<file path="config.mk">
export PLATFORM = sky130hd
export DESIGN_NAME = router_fsm_param_flat
export DESIGN_NICKNAME = d
export VERILOG_FILES = /design/src/rtl/router_fsm_param_pkg.sv /design/src/rtl/router_fsm_param_if.sv /design/src/rtl/router_fsm_param_wait_timer.sv /design/src/rtl/router_fsm_param.sv /design/src/flat_wrapper.sv
export SDC_FILE = /design/constraint.sdc
export NUM_CORES = 1
export LEC_CHECK = 0
export BUFFER_PORTS_ARGS = -buffer_cell sky130_fd_sc_hd__buf_2
export CAP_MARGIN = 20
export CORE_UTILIZATION = 24
export DETAILED_ROUTE_END_ITERATION = 6
export GPL_TIMING_DRIVEN = 0
export PLACE_DENSITY_LB_ADDON = 0.08
export SKIP_CTS_REPAIR_TIMING = 1
export SYNTH_ARGS = -nofsm -noshare
export SYNTH_HDL_FRONTEND = slang
export SYNTH_HIERARCHICAL = 1
export SYNTH_SLANG_ARGS = --single-unit
export TNS_END_PERCENT = 1
</file>
<file path="constraint.sdc">
create_clock -name clock -period 1.6 [get_ports clock]
set_input_delay 0.32 -clock clock [delete_from_list [all_inputs] [get_ports clock]]
set_output_delay 0.32 -clock clock [all_outputs]
set_load 0.005 [all_outputs]
</file>
<file path="src/rtl/router_fsm_param_pkg.sv">
// router_fsm_param_pkg: state encodings and drop-cause codes shared by the router control FSM.
package router_fsm_param_pkg;
  typedef enum logic [3:0] {
    DECODE_ADDRESS     = 4'd0,
    LOAD_FIRST_DATA    = 4'd1,
    LOAD_DATA          = 4'd2,
    LOAD_PARITY        = 4'd3,
    FIFO_FULL_STATE    = 4'd4,
    LOAD_AFTER_FULL    = 4'd5,
    WAIT_TILL_EMPTY    = 4'd6,
    CHECK_PARITY_ERROR = 4'd7,
    DROP_PACKET        = 4'd8
  } state_t;
  typedef enum logic [1:0] {
    DROP_NONE     = 2'b00,
    DROP_BAD_ADDR = 2'b01,
    DROP_TIMEOUT  = 2'b10
  } drop_cause_t;
endpackage

</file>
<file path="src/rtl/router_fsm_param_if.sv">
// router_fsm_param_if: control/status bundle between the router datapath and its control FSM.
interface router_fsm_param_if #(
  parameter int NUM_PORTS = 3,
  parameter int ADDR_W    = 2
);
  logic                 pkt_valid;
  logic [ADDR_W-1:0]    data_in;
  logic                 parity_done;
  logic                 low_pkt_valid;
  logic                 fifo_full;
  logic [NUM_PORTS-1:0] fifo_empty;
  logic [NUM_PORTS-1:0] soft_reset;
  logic                 detect_add;
  logic                 lfd_state;
  logic                 ld_state;
  logic                 laf_state;
  logic                 full_state;
  logic                 rst_int_reg;
  logic                 drop_state;
  logic                 write_enb_reg;
  logic                 busy;
  logic [ADDR_W-1:0]    dest_sel;
  logic [1:0]           drop_cause;
  modport master (
    output pkt_valid, data_in, parity_done, low_pkt_valid, fifo_full, fifo_empty, soft_reset,
    input  detect_add, lfd_state, ld_state, laf_state, full_state, rst_int_reg, drop_state,
           write_enb_reg, busy, dest_sel, drop_cause
  );
  modport slave (
    input  pkt_valid, data_in, parity_done, low_pkt_valid, fifo_full, fifo_empty, soft_reset,
    output detect_add, lfd_state, ld_state, laf_state, full_state, rst_int_reg, drop_state,
           write_enb_reg, busy, dest_sel, drop_cause
  );
endinterface

</file>
<file path="src/rtl/router_fsm_param_wait_timer.sv">
// router_wait_timer: counts cycles spent waiting for the destination FIFO; expire flags the last allowed cycle.
module router_wait_timer #(
  parameter int LIMIT = 32
) (
  input  logic clock,
  input  logic reset,
  input  logic run,
  output logic expire
);
  localparam int W = LIMIT > 0 ? $clog2(LIMIT + 1) : 1;
  logic [W-1:0] r_cnt;
  always_ff @(posedge clock)
    r_cnt <= (reset || !run || LIMIT == 0) ? '0 : r_cnt + 1'b1;
  assign expire = (LIMIT != 0) && (r_cnt == W'(LIMIT - 1));
endmodule

</file>
<file path="src/rtl/router_fsm_param.sv">
// router_fsm_param: packet-router control FSM with address decode, FIFO-full stall, wait timeout and drop handling.
module router_fsm_param
  import router_fsm_param_pkg::*;
#(
  parameter int NUM_PORTS  = 3,
  parameter int ADDR_W     = 2,
  parameter int WAIT_LIMIT = 32
) (
  input logic clock,
  input logic reset,
  router_fsm_param_if.slave bus
);
  localparam int NA = 2 ** ADDR_W;
  state_t            r_state, w_next;
  drop_cause_t       r_drop_cause;
  logic [ADDR_W-1:0] r_dest_sel;
  logic [NA-1:0]     w_empty, w_soft;
  logic              w_valid_addr, w_expire, w_soft_hit;
  // Widen per-port flags to the full address space so any address indexes safely.
  assign w_empty      = NA'(bus.fifo_empty);
  assign w_soft       = NA'(bus.soft_reset);
  assign w_valid_addr = 32'(bus.data_in) < NUM_PORTS;
  assign w_soft_hit   = w_soft[r_dest_sel] && r_state != DECODE_ADDRESS && r_state != DROP_PACKET;
  router_wait_timer #(.LIMIT(WAIT_LIMIT)) u_timer (
    .clock (clock),
    .reset (reset),
    .run   (r_state == WAIT_TILL_EMPTY),
    .expire(w_expire)
  );
  always_comb begin
    w_next = DECODE_ADDRESS;
    case (r_state)
      DECODE_ADDRESS:     w_next = !bus.pkt_valid ? DECODE_ADDRESS :
                                   !w_valid_addr ? DROP_PACKET :
                                   w_empty[bus.data_in] ? LOAD_FIRST_DATA : WAIT_TILL_EMPTY;
      LOAD_FIRST_DATA:    w_next = LOAD_DATA;
      LOAD_DATA:          w_next = bus.fifo_full ? FIFO_FULL_STATE : !bus.pkt_valid ? LOAD_PARITY : LOAD_DATA;
      LOAD_PARITY:        w_next = CHECK_PARITY_ERROR;
      CHECK_PARITY_ERROR: w_next = bus.fifo_full ? FIFO_FULL_STATE : DECODE_ADDRESS;
      FIFO_FULL_STATE:    w_next = bus.fifo_full ? FIFO_FULL_STATE : LOAD_AFTER_FULL;
      LOAD_AFTER_FULL:    w_next = bus.parity_done ? DECODE_ADDRESS : bus.low_pkt_valid ? LOAD_PARITY : LOAD_DATA;
      WAIT_TILL_EMPTY:    w_next = w_empty[r_dest_sel] ? LOAD_FIRST_DATA : w_expire ? DROP_PACKET : WAIT_TILL_EMPTY;
      DROP_PACKET:        w_next = bus.pkt_valid ? DROP_PACKET : DECODE_ADDRESS;
      default:            w_next = DECODE_ADDRESS;
    endcase
  end
  always_ff @(posedge clock) begin
    if (reset) begin
      r_state      <= DECODE_ADDRESS;
      r_dest_sel   <= '0;
      r_drop_cause <= DROP_NONE;
    end else begin
      r_state <= w_soft_hit ? DECODE_ADDRESS : w_next;
      if (r_state == DECODE_ADDRESS && bus.pkt_valid) r_dest_sel <= bus.data_in;
      if (!w_soft_hit && w_next == DROP_PACKET && r_state != DROP_PACKET)
        r_drop_cause <= r_state == WAIT_TILL_EMPTY ? DROP_TIMEOUT : DROP_BAD_ADDR;
    end
  end
  assign bus.detect_add    = r_state == DECODE_ADDRESS;
  assign bus.lfd_state     = r_state == LOAD_FIRST_DATA;
  assign bus.ld_state      = r_state == LOAD_DATA;
  assign bus.laf_state     = r_state == LOAD_AFTER_FULL;
  assign bus.full_state    = r_state == FIFO_FULL_STATE;
  assign bus.rst_int_reg   = r_state == CHECK_PARITY_ERROR;
  assign bus.drop_state    = r_state == DROP_PACKET;
  assign bus.write_enb_reg = r_state == LOAD_DATA || r_state == LOAD_AFTER_FULL || r_state == LOAD_PARITY;
  assign bus.busy          = r_state == LOAD_FIRST_DATA || r_state == LOAD_PARITY || r_state == FIFO_FULL_STATE ||
                             r_state == LOAD_AFTER_FULL || r_state == CHECK_PARITY_ERROR || r_state == WAIT_TILL_EMPTY;
  assign bus.dest_sel      = r_dest_sel;
  assign bus.drop_cause    = r_drop_cause;
endmodule

</file>
<file path="src/flat_wrapper.sv">
// flat-port wrapper written by rule: the top's interface ports become plain ports
module router_fsm_param_flat import router_fsm_param_pkg::*;
#(
  parameter int NUM_PORTS  = 3,
  parameter int ADDR_W     = 2,
  parameter int WAIT_LIMIT = 32
)
  (clock, reset, bus_pkt_valid, bus_data_in, bus_parity_done, bus_low_pkt_valid, bus_fifo_full, bus_fifo_empty, bus_soft_reset, bus_detect_add, bus_lfd_state, bus_ld_state, bus_laf_state, bus_full_state, bus_rst_int_reg, bus_drop_state, bus_write_enb_reg, bus_busy, bus_dest_sel, bus_drop_cause);
  router_fsm_param_if #(.NUM_PORTS(NUM_PORTS), .ADDR_W(ADDR_W)) bus_i ();
  input logic clock;
  input logic reset;
  input wire logic [$bits(bus_i.pkt_valid)-1:0] bus_pkt_valid;
  input wire logic [$bits(bus_i.data_in)-1:0] bus_data_in;
  input wire logic [$bits(bus_i.parity_done)-1:0] bus_parity_done;
  input wire logic [$bits(bus_i.low_pkt_valid)-1:0] bus_low_pkt_valid;
  input wire logic [$bits(bus_i.fifo_full)-1:0] bus_fifo_full;
  input wire logic [$bits(bus_i.fifo_empty)-1:0] bus_fifo_empty;
  input wire logic [$bits(bus_i.soft_reset)-1:0] bus_soft_reset;
  output wire logic [$bits(bus_i.detect_add)-1:0] bus_detect_add;
  output wire logic [$bits(bus_i.lfd_state)-1:0] bus_lfd_state;
  output wire logic [$bits(bus_i.ld_state)-1:0] bus_ld_state;
  output wire logic [$bits(bus_i.laf_state)-1:0] bus_laf_state;
  output wire logic [$bits(bus_i.full_state)-1:0] bus_full_state;
  output wire logic [$bits(bus_i.rst_int_reg)-1:0] bus_rst_int_reg;
  output wire logic [$bits(bus_i.drop_state)-1:0] bus_drop_state;
  output wire logic [$bits(bus_i.write_enb_reg)-1:0] bus_write_enb_reg;
  output wire logic [$bits(bus_i.busy)-1:0] bus_busy;
  output wire logic [$bits(bus_i.dest_sel)-1:0] bus_dest_sel;
  output wire logic [$bits(bus_i.drop_cause)-1:0] bus_drop_cause;
  assign bus_i.pkt_valid = bus_pkt_valid;
  assign bus_i.data_in = bus_data_in;
  assign bus_i.parity_done = bus_parity_done;
  assign bus_i.low_pkt_valid = bus_low_pkt_valid;
  assign bus_i.fifo_full = bus_fifo_full;
  assign bus_i.fifo_empty = bus_fifo_empty;
  assign bus_i.soft_reset = bus_soft_reset;
  assign bus_detect_add = bus_i.detect_add;
  assign bus_lfd_state = bus_i.lfd_state;
  assign bus_ld_state = bus_i.ld_state;
  assign bus_laf_state = bus_i.laf_state;
  assign bus_full_state = bus_i.full_state;
  assign bus_rst_int_reg = bus_i.rst_int_reg;
  assign bus_drop_state = bus_i.drop_state;
  assign bus_write_enb_reg = bus_i.write_enb_reg;
  assign bus_busy = bus_i.busy;
  assign bus_dest_sel = bus_i.dest_sel;
  assign bus_drop_cause = bus_i.drop_cause;
  router_fsm_param #(.NUM_PORTS(NUM_PORTS), .ADDR_W(ADDR_W), .WAIT_LIMIT(WAIT_LIMIT)) u_core (.clock(clock), .reset(reset), .bus(bus_i));
endmodule
</file>
-- Word level (Yosys, flattened, before mapping)
Index checks and enable logic that the tools add are counted.
- flip-flop bits (word level): 14
- input port bits: 14
- output and inout port bits: 13
- word-level logic and storage cells: 57
- add/sub/neg operators: 1
- order comparisons: 3
- equality and inequality tests: 11
- muxes and demuxes: 20
- reductions and logical operators: 18
- operators with widths (operator ; count):
    $pmux 4 s9 ; 1
    $mux 4 ; 7
    $eq 4x3->1 const B ; 4
    $eq 4x2->1 const B ; 2
    $eq 4x4->1 const B ; 2
    $logic_or 1x1->1 ; 8
    $add 6x1->6 const B ; 1
    $bmux 1 s2 ; 3
    $eq 6x5->1 const B ; 1
    $lt 2x3->1 const B ; 2
    $mux 1 ; 6
    $mux 3 ; 2
    $logic_and 1x1->1 ; 5
    $eq 4x1->1 const B ; 1
    $logic_not 4->1 ; 1
    $ne 4x4->1 const B ; 1
    $reduce_bool 4->1 ; 1
    $logic_not 1->1 ; 2
    $lt 2x2->1 const B ; 1
    $mux 2 ; 1
    $reduce_or 2->1 ; 1

-- Depth between registers and ports, before layout
- word-level depth: 9
- depth in mapped cells: 7
- gate-level depth less buffers: 7

-- Cells and area by module
Netlist, hierarchy kept.
- by module, submodules not included (module ; times used ; cells an instance ; area each (sq um) ; sequential area each (sq um)):
    router_fsm_param ; 1 ; 84 ; 620.6 ; 160.2
    router_wait_timer ; 1 ; 24 ; 230.2 ; 120.1

-- Least setup slack after synthesis
No wires, ideal clock.
- path kind: register to register
- start point: register u_core.u_timer.r_cnt[0]
- end point: register u_core.r_drop_cause[1] (netlist: u_core/bus.drop_cause[1])
- setup time: 70 ps
- arrival time: 1289 ps
- data required time: 1530 ps
- slack: 242 ps
- cell stages (with the launch flop): 8
- path buffers: 0
- clock period less this slack: 1358 ps
- cell sequence: dfxtp_1 > ha_1 > nand3_1 > nor3b_1 > inv_1 > nor2_1 > nand2_1 > a21oi_1
- longest elaborated chain between the ends: 7
- RTL lines (item ; line ; text):
    start, declared ; router_fsm_param_wait_timer.sv:11 ; logic [W-1:0] r_cnt;
    start signal, assigned ; router_fsm_param_wait_timer.sv:13 ; r_cnt <= (reset || !run || LIMIT == 0) ? '0 : r_cnt + 1'b1;
    $eq 6x5->1 ; router_fsm_param_wait_timer.sv:14 ; assign expire = (LIMIT != 0) && (r_cnt == W'(LIMIT - 1));
    net u_core.w_expire ; router_fsm_param.sv:18 ; logic w_valid_addr, w_expire, w_soft_hit;
    $mux 4 (2 in a row) ; router_fsm_param.sv:42 ; WAIT_TILL_EMPTY: w_next = w_empty[r_dest_sel] ? LOAD_FIRST_DATA : w_expire ? DROP_PACKET : WAIT_TILL_EMPTY;
    $pmux 4 s9 ; router_fsm_param.sv:32 ; case (r_state)
    $eq 4x4->1 ; router_fsm_param.sv:55 ; if (!w_soft_hit && w_next == DROP_PACKET && r_state != DROP_PACKET)
    $logic_and 1x1->1 (2 in a row) ; router_fsm_param.sv:55 ;
    end signal, assigned ; router_fsm_param.sv:56 ; r_drop_cause <= r_state == WAIT_TILL_EMPTY ? DROP_TIMEOUT : DROP_BAD_ADDR;
    end, declared ; router_fsm_param.sv:15 ; drop_cause_t r_drop_cause;
The timed path passes the listed nets, and every way through them passes these cells.
A chain may end at the register's enable or synchronous reset.

-- Worst setup path in the final report
- start point: register u_core.r_state[0]
- end point: output port bus_drop_state
- longest elaborated chain between the ends: 1
- RTL lines (item ; line ; text):
    start, declared ; router_fsm_param.sv:14 ; state_t r_state, w_next;
    start signal, assigned ; router_fsm_param.sv:53 ; r_state <= w_soft_hit ? DECODE_ADDRESS : w_next;
    $eq 4x4->1 ; router_fsm_param.sv:65 ; assign bus.drop_state = r_state == DROP_PACKET;
    end, declared ; flat_wrapper.sv:25 ; output wire logic [$bits(bus_i.drop_state)-1:0] bus_drop_state;
No other way between the ends.

==> flow_summary.toml <==
[yosys]
synth_area_per_cell_um2 = 7.88
synthSimpleGateAreaFrac_pct = 33.5
yosys_warnings = 6
synth_compound_area_share_pct = 20.3
syn_area_um2 = 851
synth_top_family_by_area = "simple AND/OR/NAND/NOR gates"
ys_types = 39
synthCells = 108
synth_mux_area_share_pct = 3.53
ys_seq_elements = 14
synth_xor_xnor_area_share_pct = 3.09
ys_seq_area_share_pct = 32.9
synthAdderAreaFrac_pct = 2.65
synthesis.nets = 123

[layout]
final_core_util_pct = 34.7
syn_to_final_growth_pct = 37.4
drive_gt1_share_pct = 36.4
diodes = 0
nets = 157
stdcell_area_um2 = 1170

[die]
num_rows = 21
dieWidth_um = 61.5
die_h_um = 61.5
io_pins = 27
core_area_um2 = 3360
die_area_um2 = 3790
start_util_pct = 25.3

[placement]
gp_congestion = 0.725
portBuffers = 26
place_area_um2 = 1040
hpwl_um = 1600
dp_slack_ps = 51.6

[global_route]
antenna_found_initial = 0
grt_remaining_overflow = 0
grt_pass1_vias = 772
grt_max_degree = 11
grt_pass1_wl_um = 3280
grt_use_total_pct = 11.8

[sta]
fin_ws_ps = 16.4
fmax_mhz = 631
relSlewSlack_pct = 76.0
fin_setup_tns_ps = 0
finClkSkew_ps = 9.82
hold_viol_final = 0
whs_ps = 271
setup_violations = 0
grt_setup_unrepaired = "yes"
period_share_pct = 99.0
post-route-min-period_ps = 1580
slew_viol_final = 0
worst_pin_slew_ps = 357

[power]
leakage_nw = 0.478
ir_worst_vdd_uv = 348
p_sw_share_pct = 38.7
p_int_mw = 0.907
power_density_nw_per_um2 = 1270
seq_power_share_pct = 32.7
power.switching_mw = 0.572
clkPwrFrac_pct = 12.9
power_frac_comb_pct = 54.4

[worst_setup_path]
crit_fanout = 5
cp_data_required_time_ps = 1280
startpoint_type = "register"
arrival_ps = 1260
worstSetupPathType = "register to primary output"
cp-end-kind = "primary output"

[drt]
via_count = 868
drtIter0Drc = 47
wl_per_cell_um = 11.6
dr.pass1.iters = 4
ant_nets = 0
viasPerCell = 4.67
routed_wl_um = 2170
drc = 0

[outcome]
status = "finished clean"

[clock_tree]
cts_buffers = 3
clockBufferDepth = 2
cts.root.buffer_cell = "clkbuf_4"
clkTransAtPathRegs_ps = 80
cts_tree = "done"
clk_latency_ps = 270
clock-sinks = 14
cts.htree.levels = 1

[run]
maxCapViolations = 0

[min_path]
hold_path_class = "input pin to register"
## worst paths after layout
| kind | slack, ps | cells after the start | start | end |
|---|---|---|---|---|
| max | 20 | 4 | u_core/r_state[0] | bus_drop_state |
| min reg2reg | 470 | 1 | u_core/u_timer/r_cnt[0] | u_core/u_timer/r_cnt[0] |
| max reg2reg | 140 | 7 | u_core/u_timer/r_cnt[0] | u_core/bus.drop_cause[1] |
| min | 270 | 2 | reset | u_core/bus.dest_sel[0] |
## per-stage QoR
step	cells	power [mW]
final	186	1.48
after global routing	186	1.62
after CTS	183	1.35
after detailed placement	180	1.15
after global placement	180	1.15
after floorplan	108	0.935
## Yosys cell counts
| cell | count | area share (%) |
|---|---|---|
| mux2i_1 | 3 | 3.5 |
| nor2_1 | 21 | 9.3 |
| o22a_1 | 1 | 1.0 |
| or3_1 | 1 | 0.74 |
| nand4_1 | 1 | 0.74 |
| o21ai_1 | 3 | 1.8 |
| o211ai_1 | 3 | 2.6 |
| and4bb_1 | 1 | 1.5 |
| inv_1 | 3 | 1.3 |
| buf_4 | 1 | 0.88 |
| o21a_1 | 4 | 3.5 |
| o21ba_1 | 1 | 1.2 |
| xor2_1 | 2 | 2.1 |
| a211oi_1 | 1 | 0.88 |
| nand2_1 | 6 | 2.6 |
| nor3_1 | 3 | 1.8 |
| nand3b_1 | 3 | 2.6 |
| nor3b_1 | 1 | 0.88 |
| a22oi_1 | 1 | 0.88 |
| nor4b_1 | 1 | 1.0 |
| nand2b_1 | 4 | 2.9 |
| xnor2_1 | 1 | 1.0 |
| nand3_2 | 1 | 1.2 |
| dfxtp_1 | 14 | 33 |
| nand2_2 | 1 | 0.74 |
| ha_1 | 1 | 1.5 |
| inv_2 | 1 | 0.44 |
| maj3_1 | 1 | 1.2 |
| o21ai_0 | 2 | 1.2 |
| nor3_2 | 1 | 1.2 |
| and3_1 | 1 | 0.74 |
| nor4_4 | 1 | 2.5 |
| o311ai_1 | 1 | 1.0 |
| clkbuf_1 | 3 | 1.3 |
| and2_1 | 1 | 0.74 |
| o21ai_2 | 1 | 1.0 |
| a21oi_1 | 7 | 4.1 |
| a211o_1 | 1 | 1.0 |
| nand3_1 | 4 | 2.4 |
## power by group through the flow
stage / logic (mW) / registers (mW) / clock network [mW]
after floorplan: 0.477 / 0.458 / 0
after global placement: 0.682 / 0.467 / 0
after detailed placement: 0.679 / 0.468 / 0
after CTS: 0.682 / 0.460 / 0.207
after global routing: 0.907 / 0.492 / 0.219
final: 0.805 / 0.484 / 0.190
## layer usage
layer	global-route usage [%]	up-vias	routed length, µm
met2	19.0	28	1020
met1	15.2	386	980
met3	3.78	2	148
li1	-	452	-
met4	2.86	0	13
met5	0	-	0
## layout make-up
cell class / instances / area [µm²]
fill: 388 / 2190
clock buffer: 3 / 22.5
inverter: 4 / 17.5
sequential: 14 / 293
buffer: 4 / 41.3
tap: 46 / 57.6
multi-input combinational: 86 / 572
timing repair buffer: 29 / 165
## state kept, by name (all words and copies together) (netlist names)
register	cells
u_core/u_timer/r_cnt	6
u_core/bus.drop_cause	2
u_core/r_state	4
u_core/bus.dest_sel	2
## kinds of logic (layout without fill, tap and decap cells)
family	count (synthesis)	after routing
xor gates and xnor gates	3	3
DFF	14	14
adders and majority gates	2	2
AOI/OAI and AO/OA	26	26
buffers and inverters	8	40
muxes	3	3
and+or+nand+nor	52	52
## worst max-delay path, stage by stage, from the launching register on
cell,delay (ps)
dfxtp_4,370
buf_8,130
nor3_4,230
and2_1,150
buf_2,100
## cells in the final DEF (no fill, tap or decap), types with 2 or more instances in the layout
master    count
a21oi_1       7
buf_2        26
buf_4         3
clkbuf_4      4
dfxtp_1      10
dfxtp_4       3
inv_1         3
mux2i_1       3
nand2_1       6
nand2b_1      3
nand3_1       4
nand3b_1      3
nor2_1       19
nor3_1        3
o211ai_1      3
o21a_1        4
o21ai_0       2
o21ai_1       3
xor2_1        2
No activity file was read; power rests on OpenSTA's default activity.
